**src/rtl/p_vector_writer.sv**
```systemverilog
// Packs a stream of elements into cluster words and writes one word per cluster
// to the P-vector memory, raising finish after the last cluster.
module p_vector_writer #(
    parameter int number_of_clusters              = 1,
    parameter int number_of_equations_per_cluster = 9,
    parameter int element_width                   = 32,
    parameter int address_width                   = 20
) (
    input  logic                                                 clk,
    input  logic                                                 reset,
    input  logic                                                 start,
    input  logic [element_width-1:0]                             in_data,
    input  logic                                                 in_valid,
    output logic                                                 in_ready,
    output logic [number_of_equations_per_cluster*element_width-1:0] mem_input_data,
    output logic                                                 mem_write_enable,
    output logic [address_width-1:0]                             mem_write_address,
    output logic                                                 busy,
    output logic                                                 finish
);
    localparam int NE     = number_of_equations_per_cluster;
    localparam int EW     = element_width;
    localparam int WORD_W = NE * EW;
    localparam int ECNT_W = $clog2(NE + 1);
    localparam int CCNT_W = $clog2(number_of_clusters + 1);

    typedef enum logic [1:0] {S_IDLE, S_COLLECT, S_WRITE, S_DONE} state_t;

    state_t              state_q, state_d;
    logic [ECNT_W-1:0]   elem_q, elem_d;
    logic [CCNT_W-1:0]   clus_q, clus_d;
    logic [WORD_W-1:0]   pack_q, pack_d, pack_ins;
    logic [WORD_W-1:0]   data_q, data_d;
    logic [address_width-1:0] addr_q, addr_d;

    always_ff @(posedge clk or posedge reset) begin
        if (reset) begin
            state_q <= S_IDLE;
            elem_q  <= '0;
            clus_q  <= '0;
            pack_q  <= '0;
            data_q  <= '0;
            addr_q  <= '0;
        end else begin
            state_q <= state_d;
            elem_q  <= elem_d;
            clus_q  <= clus_d;
            pack_q  <= pack_d;
            data_q  <= data_d;
            addr_q  <= addr_d;
        end
    end

    // Current packing register with the incoming element dropped into its lane.
    always_comb begin
        pack_ins = pack_q;
        for (int k = 0; k < NE; k++) begin
            if (elem_q == ECNT_W'(k)) pack_ins[k*EW +: EW] = in_data;
        end
    end

    always_comb begin
        state_d = state_q;
        elem_d  = elem_q;
        clus_d  = clus_q;
        pack_d  = pack_q;
        data_d  = data_q;
        addr_d  = addr_q;
        case (state_q)
            S_IDLE, S_DONE: begin
                if (start) begin
                    state_d = S_COLLECT;
                    elem_d  = '0;
                    clus_d  = '0;
                    pack_d  = '0;
                end
            end
            S_COLLECT: begin
                if (in_valid) begin
                    pack_d = pack_ins;
                    elem_d = elem_q + ECNT_W'(1);
                    if (elem_q == ECNT_W'(NE - 1)) begin
                        data_d  = pack_ins;
                        addr_d  = address_width'(clus_q);
                        state_d = S_WRITE;
                    end
                end
            end
            S_WRITE: begin
                elem_d = '0;
                pack_d = '0;
                if (clus_q == CCNT_W'(number_of_clusters - 1)) begin
                    state_d = S_DONE;
                end else begin
                    clus_d  = clus_q + CCNT_W'(1);
                    state_d = S_COLLECT;
                end
            end
            default: state_d = S_IDLE;
        endcase
    end

    // The strobe is exactly the single WRITE cycle, so it can never stretch.
    assign in_ready          = (state_q == S_COLLECT);
    assign mem_write_enable  = (state_q == S_WRITE);
    assign busy              = (state_q == S_COLLECT) || (state_q == S_WRITE);
    assign finish            = (state_q == S_DONE);
    assign mem_input_data    = data_q;
    assign mem_write_address = addr_q;
endmodule

```
**config.mk**
```make
export PLATFORM = sky130hd
export DESIGN_NAME = p_vector_writer
export DESIGN_NICKNAME = d
export VERILOG_FILES = /design/src/rtl/p_vector_writer.sv
export SDC_FILE = /design/constraint.sdc
export NUM_CORES = 1
export LEC_CHECK = 0
export BUFFER_PORTS_ARGS = -buffer_cell sky130_fd_sc_hd__clkbuf_2
export CAP_MARGIN = 20
export CORE_ASPECT_RATIO = 1.5
export CORE_MARGIN = 4
export CORE_UTILIZATION = 50
export CTS_CLUSTER_SIZE = 8
export DETAILED_ROUTE_END_ITERATION = 16
export GPL_TIMING_DRIVEN = 0
export PLACE_DENSITY = 0.71
export SETUP_SLACK_MARGIN = 0.5
export SYNTH_ARGS = -nofsm -noshare
export SYNTH_HDL_FRONTEND = slang
export SYNTH_SLANG_ARGS = --single-unit
```
**constraint.sdc**
```tcl
create_clock -name clk -period 32 [get_ports clk]
set_input_delay 0 -clock clk [delete_from_list [all_inputs] [get_ports clk]]
set_output_delay 0 -clock clk [all_outputs]
set_load 0.01 [all_outputs]
```
* Word level (Yosys, flattened, before mapping)
Index checks and enable logic that the tools add are counted. W data, S select, Z words.
Storage, ports and cells: register bits 584, logic and storage cells 54, input port bits 36, output and inout port bits 312
Operators by class: reduce and logical (&&, ||, !) cells 9, equal/unequal tests 14, muxes and demuxes 23, add/sub/neg operators 2
Operator list (count):
- $pmux W288 S3 | 1
- $mux W288 | 2
- $mux W32 | 9
- $eq A4 B3 Y1 const B | 4
- $pmux W4 S3 | 1
- $eq A4 B2 Y1 const B | 2
- $mux W2 | 4
- $mux W4 | 2
- $pmux W2 S3 | 1
- $reduce_and A3 Y1 | 2
- $add A4 B1 Y4 const B | 1
- $eq A2 B2 Y1 const B | 2
- $eq A4 B1 Y1 const B | 1
- $eq A4 B4 Y1 const B | 1
- $logic_not A4 Y1 | 1
- $ne A2 B2 Y1 const B | 2
- $reduce_and A2 Y1 | 2
- $eq A2 B1 Y1 const B | 1
- $logic_not A2 Y1 | 1
- $mux W1 | 2
- $ne A2 B1 Y1 const B | 1
- $pmux W1 S2 | 1
- $reduce_bool A2 Y1 | 1
- $reduce_or A2 Y1 | 1
- other kinds (2) | 2

* Longest topological paths before layout
Gate-level depths: netlist of the first run.
depth in word-level cells 4, mapped depth 8

* Worst setup path before layout of the first run
No wires, ideal clock.
kind reg2reg, start reg elem_q[0], end reg data_q[10] (netlist: mem_input_data[10]), data required time 31.875 ns, library setup time 0.125 ns, period minus slack after synthesis 2.004 ns, path slack 29.996 ns, data arrival time 1.878 ns, cell stages (with the launch flop) 7, cells stage by stage dfrtp_1 > inv_1 > ha_1 > nor3b_4 > buf_2 > mux2_2 > mux2_4
On the way: word-level cells in the longest chain between the ends 2, elaborated cells between the ends (all ways) 4
Ends and longest elaborated chain:
- start: declaration | RTL line 30 | logic [ECNT_W-1:0] elem_q, elem_d;
- start signal: assignment | RTL line 46 | elem_q <= elem_d;
- $eq A4 B4 Y1 or $logic_not A4 Y1 (tied branches) | RTL line 82, 58
- $reduce_and A3 Y1 (no line) or $mux W32 (tied branches)
- end signal: assignment | RTL line 49 | data_q <= data_d;
- end: declaration | RTL line 33 | logic [WORD_W-1:0] data_q, data_d;
Parallel ways exist; a longest one is shown, timed or not. A chain may end at the register's enable or synchronous reset.

* Worst setup path after layout of the first run
start reg state_q[0], end reg pack_q[237]
On the way: word-level cells in the longest chain between the ends 4, elaborated cells between the ends (all ways) 9
Ends and longest elaborated chain:
- start: declaration | RTL line 29 | state_t state_q, state_d;
- start signal: assignment | RTL line 45 | state_q <= state_d;
- $eq A2 B2 Y1 or $logic_not A2 Y1 (tied branches) | RTL line 69 | case (state_q)
- $reduce_or A2 Y1 | RTL line 69
- $ne A2 B2 Y1 (no line)
- $reduce_and A2 Y1 (no line)
- end signal: assignment | RTL line 48 | pack_q <= pack_d;
- end: declaration | RTL line 32 | logic [WORD_W-1:0] pack_q, pack_d, pack_ins;
Parallel ways exist; a longest one is shown, timed or not.

==> impl_metrics.json, run 1 <==
{
  "status": "finished, final reports clean",
  "fp.dieW_um": 190,
  "synth_ff_type": "dfrtp_1",
  "syn_inst": 1624,
  "tns_ns": 0,
  "r2r_start": "state_q[0]",
  "slew_viol_final": 0,
  "drt-met1-wl_um": 29200,
  "multi_input_area_mm2": 0.0100,
  "seq_area_frac_synth_pct": 55.5,
  "antenna_found_initial": 2,
  "vdd_ir_drop_max_v": 0.0000432,
  "hold_class": "in -> async",
  "seq_area_mm2": 0.0138,
  "place_congestion": 0.839,
  "regToRegSetupSlack_ns": 29.42,
  "nets": 2081,
  "track_usage_pct": 26.9,
  "path_class": "reg -> reg",
  "worst_slew_pin_slew_ns": 0.837,
  "setup_violations": 0,
  "vias": 15700,
  "htreeDepth": 3,
  "p_leak_nw": 14.6,
  "p_total_mw": 2.21,
  "finalWirelength_um": 72600,
  "core_mm2": 0.0488,
  "max_slew_margin_pct": 44.2,
  "yosys_warnings": 0,
  "start_util_pct": 50.8,
  "io_buffers": 297,
  "detail_route.drc_violations": 0,
  "async_flop_share_pct": 100,
  "cts_buffer_depth": 3,
  "worstPathArrival_ns": 3.02,
  "fin_crit_sh_pct": 8.07,
  "rr_worst_depth": 7,
  "drt_iter0_drc": 1003,
  "synth-seq-cells": 550,
  "critPathCaptureType": "flip-flop",
  "die_h_um": 281,
  "grt_pass1_wl_um": 108000,
  "syn_to_final_growth_pct": 19.0,
  "cts_tree": "yes",
  "final.fill_count": 3841,
  "dp.final_hpwl_um": 49600,
  "cts_resized": 0,
  "drive_above_1_share_pct": 52.0,
  "crit_fanout": 10,
  "firstDrtPassIters": 6,
  "ios": 348,
  "yosysUniqueCellTypes": 36,
  "via_per_inst": 5.81,
  "rsz0062_at_grt": "no",
  "final_antenna_net_count": 0,
  "grt_pass1_vias": 16800,
  "skew_ns": 0.0185,
  "routed.top_layer": "met5",
  "crit_path_start_kind": "flip-flop",
  "grt_max_degree": 122,
  "wl_met2_um": 36200,
  "cts_setup_buffers": 0,
  "hold_violations": 0,
  "clock_sinks": 550,
  "synth-edff-count": 0,
  "wl_per_cell_um": 26.9,
  "r2r_end": "pack_q[237]",
  "wl_met3_um": 4220,
  "drv_cap": 0,
  "min_period_ns": 2.58,
  "synth_area_mm2": 0.0248,
  "grt-ovfl-total": 0,
  "power_density_mw_per_mm2": 75.0,
  "placementRows": 99,
  "cp.required_ns": 32.44,
  "die_area_mm2": 0.0533,
  "cts_buffers": 78,
  "fmax_mhz": 387,
  "syn-mean-instance-area_um2": 15.3,
  "clk_latency_ns": 0.60,
  "path_clk_slew_ns": 0.05,
  "cts-root-buf": "clkbuf_16"
}
[sequential cells by signal, summed over array words and instances (netlist names)]
register / cells
pack_q: 256
state_q: 2
elem_q: 4
mem_input_data: 288
[kinds of logic after synthesis]
group | after synthesis | share of synthesized area, %
flip-flops | 550 | 55.5
multiplexers | 546 | 28.1
AO/OA/AOI/OAI | 274 | 9.81
buffers and inverters | 180 | 4.42
AND/OR/NAND/NOR | 65 | 1.71
adder cells (fa/ha/maj) | 8 | 0.404
other | 1 | 0.0151
[cell usage after synthesis (5+ instances only)]
cell type | instances | area share [%]
inv_1 | 8 | 0.12
o2bb2ai_2 | 10 | 0.61
buf_4 | 26 | 0.79
buf_2 | 54 | 1.1
buf_8 | 12 | 0.73
nand2_1 | 37 | 0.56
o2bb2ai_1 | 245 | 8.7
mux2_4 | 220 | 13
clkbuf_1 | 57 | 0.86
buf_1 | 7 | 0.11
dfrtp_1 | 550 | 56
o211ai_1 | 5 | 0.15
o21ai_0 | 5 | 0.10
mux2_2 | 324 | 15
buf_6 | 16 | 0.73
ha_1 | 8 | 0.40
[report_power, final]
| group | switching (mW) | total [mW] | internal [mW] |
|---|---|---|---|
| registers | 0.0542 | 0.832 | 0.777 |
| logic | 0.410 | 0.649 | 0.239 |
| clock network | 0.299 | 0.732 | 0.433 |
[cells in the final DEF (no fill, tap or decap), types with 5 or more instances in the layout]
master           n
mux2_2         324
o2bb2ai_2       10
buf_16           5
clkbuf_2       297
buf_2           54
mux2_4         220
clkbuf_1        57
o211ai_1         5
ha_1             8
buf_1            7
dfrtp_1        550
inv_1            7
o21ai_0          5
conb_1          20
nand2_1         37
buf_6           16
buf_8           12
clkbuf_16       78
dlygate4sd3_1   12
buf_4           26
o2bb2ai_1      245
[critical path, cell delays in order, from the launching register on]
cell       delay (ns)
dfrtp_1          0.40
inv_1            0.08
ha_1             0.35
nor2b_1          0.39
or3_1            0.17
clkbuf_1         0.23
clkbuf_1         0.61
o2bb2ai_1        0.20
[timing repair]
action | 4_1_cts | 5_1_grt
hold endpoints to repair | 204 | 0
endpoints found under the setup margin | 0 | 0
hold buffers | 12 | 0
[per-stage QoR]
step / util (%) / cell area [µm²] / setup WS [ns] / hold slack (ns) / instances
after CTS: 60.4 / 29500 / 29.42 / 0.00479 / 2699
after detailed placement: 56.0 / 27300 / 29.44 / 0.0733 / 2601
after global routing: 60.4 / 29500 / 29.28 / 0.0271 / 2700
after global placement: 55.7 / 27200 / 11.30 / 0.430 / 2596
after floorplan: - / 24900 / 16.62 / 0.275 / 1643
final: 60.4 / 29500 / 29.42 / 0.00214 / 2700
[worst max path at each step]
stage                           from                 end  depth (start not counted)
final                     state_q[0]         pack_q[237]                          7
after global routing      state_q[1]          pack_q[88]                          6
after CTS                 state_q[1]         pack_q[152]                          6
after detailed placement  state_q[1]         pack_q[215]                          6
after global placement         reset  mem_input_data[67]                          2
after floorplan                reset           elem_q[0]                          1
[metal layers]
metal  up-vias  track usage [%]
met1      8164             34.1
met3       160             5.37
met5         -                0
met2       617             45.5
met4         2             10.8
li1       6749                -
[cell type report]
| class | count | share of cell area [%] |
|---|---|---|
| clock inverters | 7 | 0.331 |
| well taps | 656 | 2.78 |
| diodes | 1 | 0.00848 |
| clock buffers | 79 | 6.66 |
| plain buffers | 172 | 3.61 |
| flip-flops and latches | 550 | 46.7 |
| inverters | 8 | 0.127 |
| repair buffers | 314 | 5.91 |
| multi-input cells | 913 | 33.9 |
(Power assumes the default switching activity.)
==> run 2: changes to the inputs <==
PLACE_DENSITY = 0.74   (was 0.71)
clock period = 2.2 ns   (was 32 ns; I/O delays follow)
==> run 2 against run 1 <==
Compared with the run above:
- critical path depth is 1 higher
- worst setup slack got worse by 29 ns
- via count up 9.2%
- clock-buffer cell count rose by 2
- global-route usage is 2.8 points higher
- flip-flop and latch count stayed put
- critical path type unchanged
==> impl_metrics.json, run 2 (synthesis gave the netlist of run 1 again) <==
{
  "syn_to_final_growth_pct": 41.1,
  "critPathCaptureType": "flip-flop",
  "dp.final_hpwl_um": 50600,
  "max_slew_margin_pct": 52.4,
  "firstDrtPassIters": 5,
  "placed_cells_incl_taps": 2609,
  "die_h_um": 281,
  "status": "finished, final reports clean",
  "final.fill_count": 3013,
  "crit_fanout": 5,
  "cts_buffers": 78,
  "final_antenna_net_count": 0,
  "min_period_ns": 2.14,
  "cts_buffer_depth": 3,
  "core_mm2": 0.0488,
  "finish.instance_area_mm2": 0.0350,
  "final_common_cell": "dfrtp_1",
  "largest_reg_flops": 288,
  "grtUsageMet3_pct": 5.18,
  "hold_start": "in_data[9]",
  "antenna_found_initial": 0,
  "detail_route.drc_violations": 0,
  "setup_violations": 0,
  "drt_iter0_drc": 1305,
  "htreeDepth": 3,
  "drive_above_1_share_pct": 62.7,
  "use_met1_pct": 36.8,
  "startpoint": "elem_q[0]",
  "layout.cells.non_filler": 2841,
  "hold_class": "in -> reg",
  "post_dp_cell_area_mm2": 0.0286,
  "clock_sinks": 550,
  "worstPathArrival_ns": 2.62,
  "worst_slew_pin_slew_ns": 0.714,
  "cts-root-buf": "clkbuf_16",
  "vias": 17100,
  "cp.required_ns": 2.68,
  "grt_use_met2_pct": 51.0,
  "mostFrequentLayoutCells": "547 x dfrtp_1, 404 x mux2_4, 298 x clkbuf_2",
  "fin_crit_sh_pct": 97.4,
  "rr_worst_depth": 8,
  "io_buffers": 297,
  "grt_max_degree": 46,
  "clk_latency_ns": 0.61,
  "p_total_mw": 38.9,
  "rsz0062_at_grt": "yes",
  "cts_tree": "yes",
  "place_congestion": 0.842,
  "grt_pass1_vias": 18000,
  "power_density_mw_per_mm2": 1110,
  "slew_viol_final": 0,
  "grt_pass1_wl_um": 118000,
  "tns_ns": 0,
  "start_util_pct": 50.8,
  "path_class": "reg -> reg",
  "r2r_start": "elem_q[0]",
  "antenna_cells": 0,
  "ios": 348,
  "p_leak_nw": 16.9,
  "via_per_inst": 6.03,
  "nets": 2224,
  "die_area_mm2": 0.0533,
  "track_usage_pct": 29.7,
  "skew_ns": 0.0339,
  "hold_violations": 0,
  "path_clk_slew_ns": 0.06,
  "whs_path_depth": 2,
  "fp.dieW_um": 190,
  "top_usage_layer": "met2",
  "vdd_ir_drop_max_v": 0.000703,
  "placementRows": 99,
  "finalWirelength_um": 88000,
  "grt-ovfl-total": 0,
  "fin_util_pct": 71.6,
  "drv_cap": 0,
  "wl_per_cell_um": 31.0,
  "crit_path_start_kind": "flip-flop",
  "fmax_mhz": 467
}
## run 2: changes by cell type in the layout (fill, tap and decap cells not counted), sizes merged
| cell | before | now |
|---|---|---|
| inv | 12 | 10 |
| clkinvlp | 0 | 1 |
| clkinv | 3 | 1 |
| bufbuf | 0 | 1 |
| dlygate4sd3 | 12 | 9 |
| buf | 120 | 238 |
| diode | 1 | 0 |
| clkbuf | 433 | 462 |
## run 2: area by class of cell
cell class	instances	area (µm²)	area share [%]
Buffer	172	2230	6.37
Tap cell	656	821	2.35
Clock inverter	4	42.5	0.122
Sequential cell	550	13800	39.4
Multi-Input combinational cell	913	11900	34.1
Inverter	8	36.3	0.104
Clock buffer	81	2020	5.76
Timing Repair Buffer	457	4140	11.8
## run 2: worst max-delay path, cell delays in order, from the launching register on
cell	delay [ns]
dfrtp_2	0.43
inv_4	0.08
buf_6	0.10
ha_4	0.13
nor3b_4	0.29
buf_6	0.21
clkbuf_16	0.18
mux2_4	0.31
mux2_4	0.27
## run 2: final timing paths
check / to / slack (ns)
min in group asynchronous: mem_input_data[207] / 0.19
max reg2reg: mem_input_data[68] / 0.06
max: mem_input_data[68] / 0.06
max in group asynchronous: mem_input_data[0] / 0.31
min: mem_input_data[265] / 0.007
min reg2reg: pack_q[148] / 0.48
## run 2: what timing repair did
action	CTS	global route
gates resized for setup	218	224
cloned	18	33
endpoints found under the setup margin	590	630
pin swaps	24	44
buffers inserted	59	23
hold buffers	10	5
endpoints found under the hold margin	43	214
## run 2: metal layers
metal	part of all wire, %	up-vias
li1	-	7055
met1	38	8967
met2	50	845
met3	6.1	273
met4	5.9	0
met5	0	-
## run 2: through the flow
stage	hold WS [ns]	setup WS, ns
floorplan	0.275	-5.28
global placement	0.379	-8.05
detailed placement	0.231	-0.338
CTS	0.00648	0.141
global route	0.0190	0.0360
finish	0.00689	0.0566
## run 2: power breakdown
part           total, mW  switching (mW)  internal [mW]
Sequential          12.2           0.854           11.3
Clock               10.8            4.38           6.41
Combinational       15.9            8.48           7.46
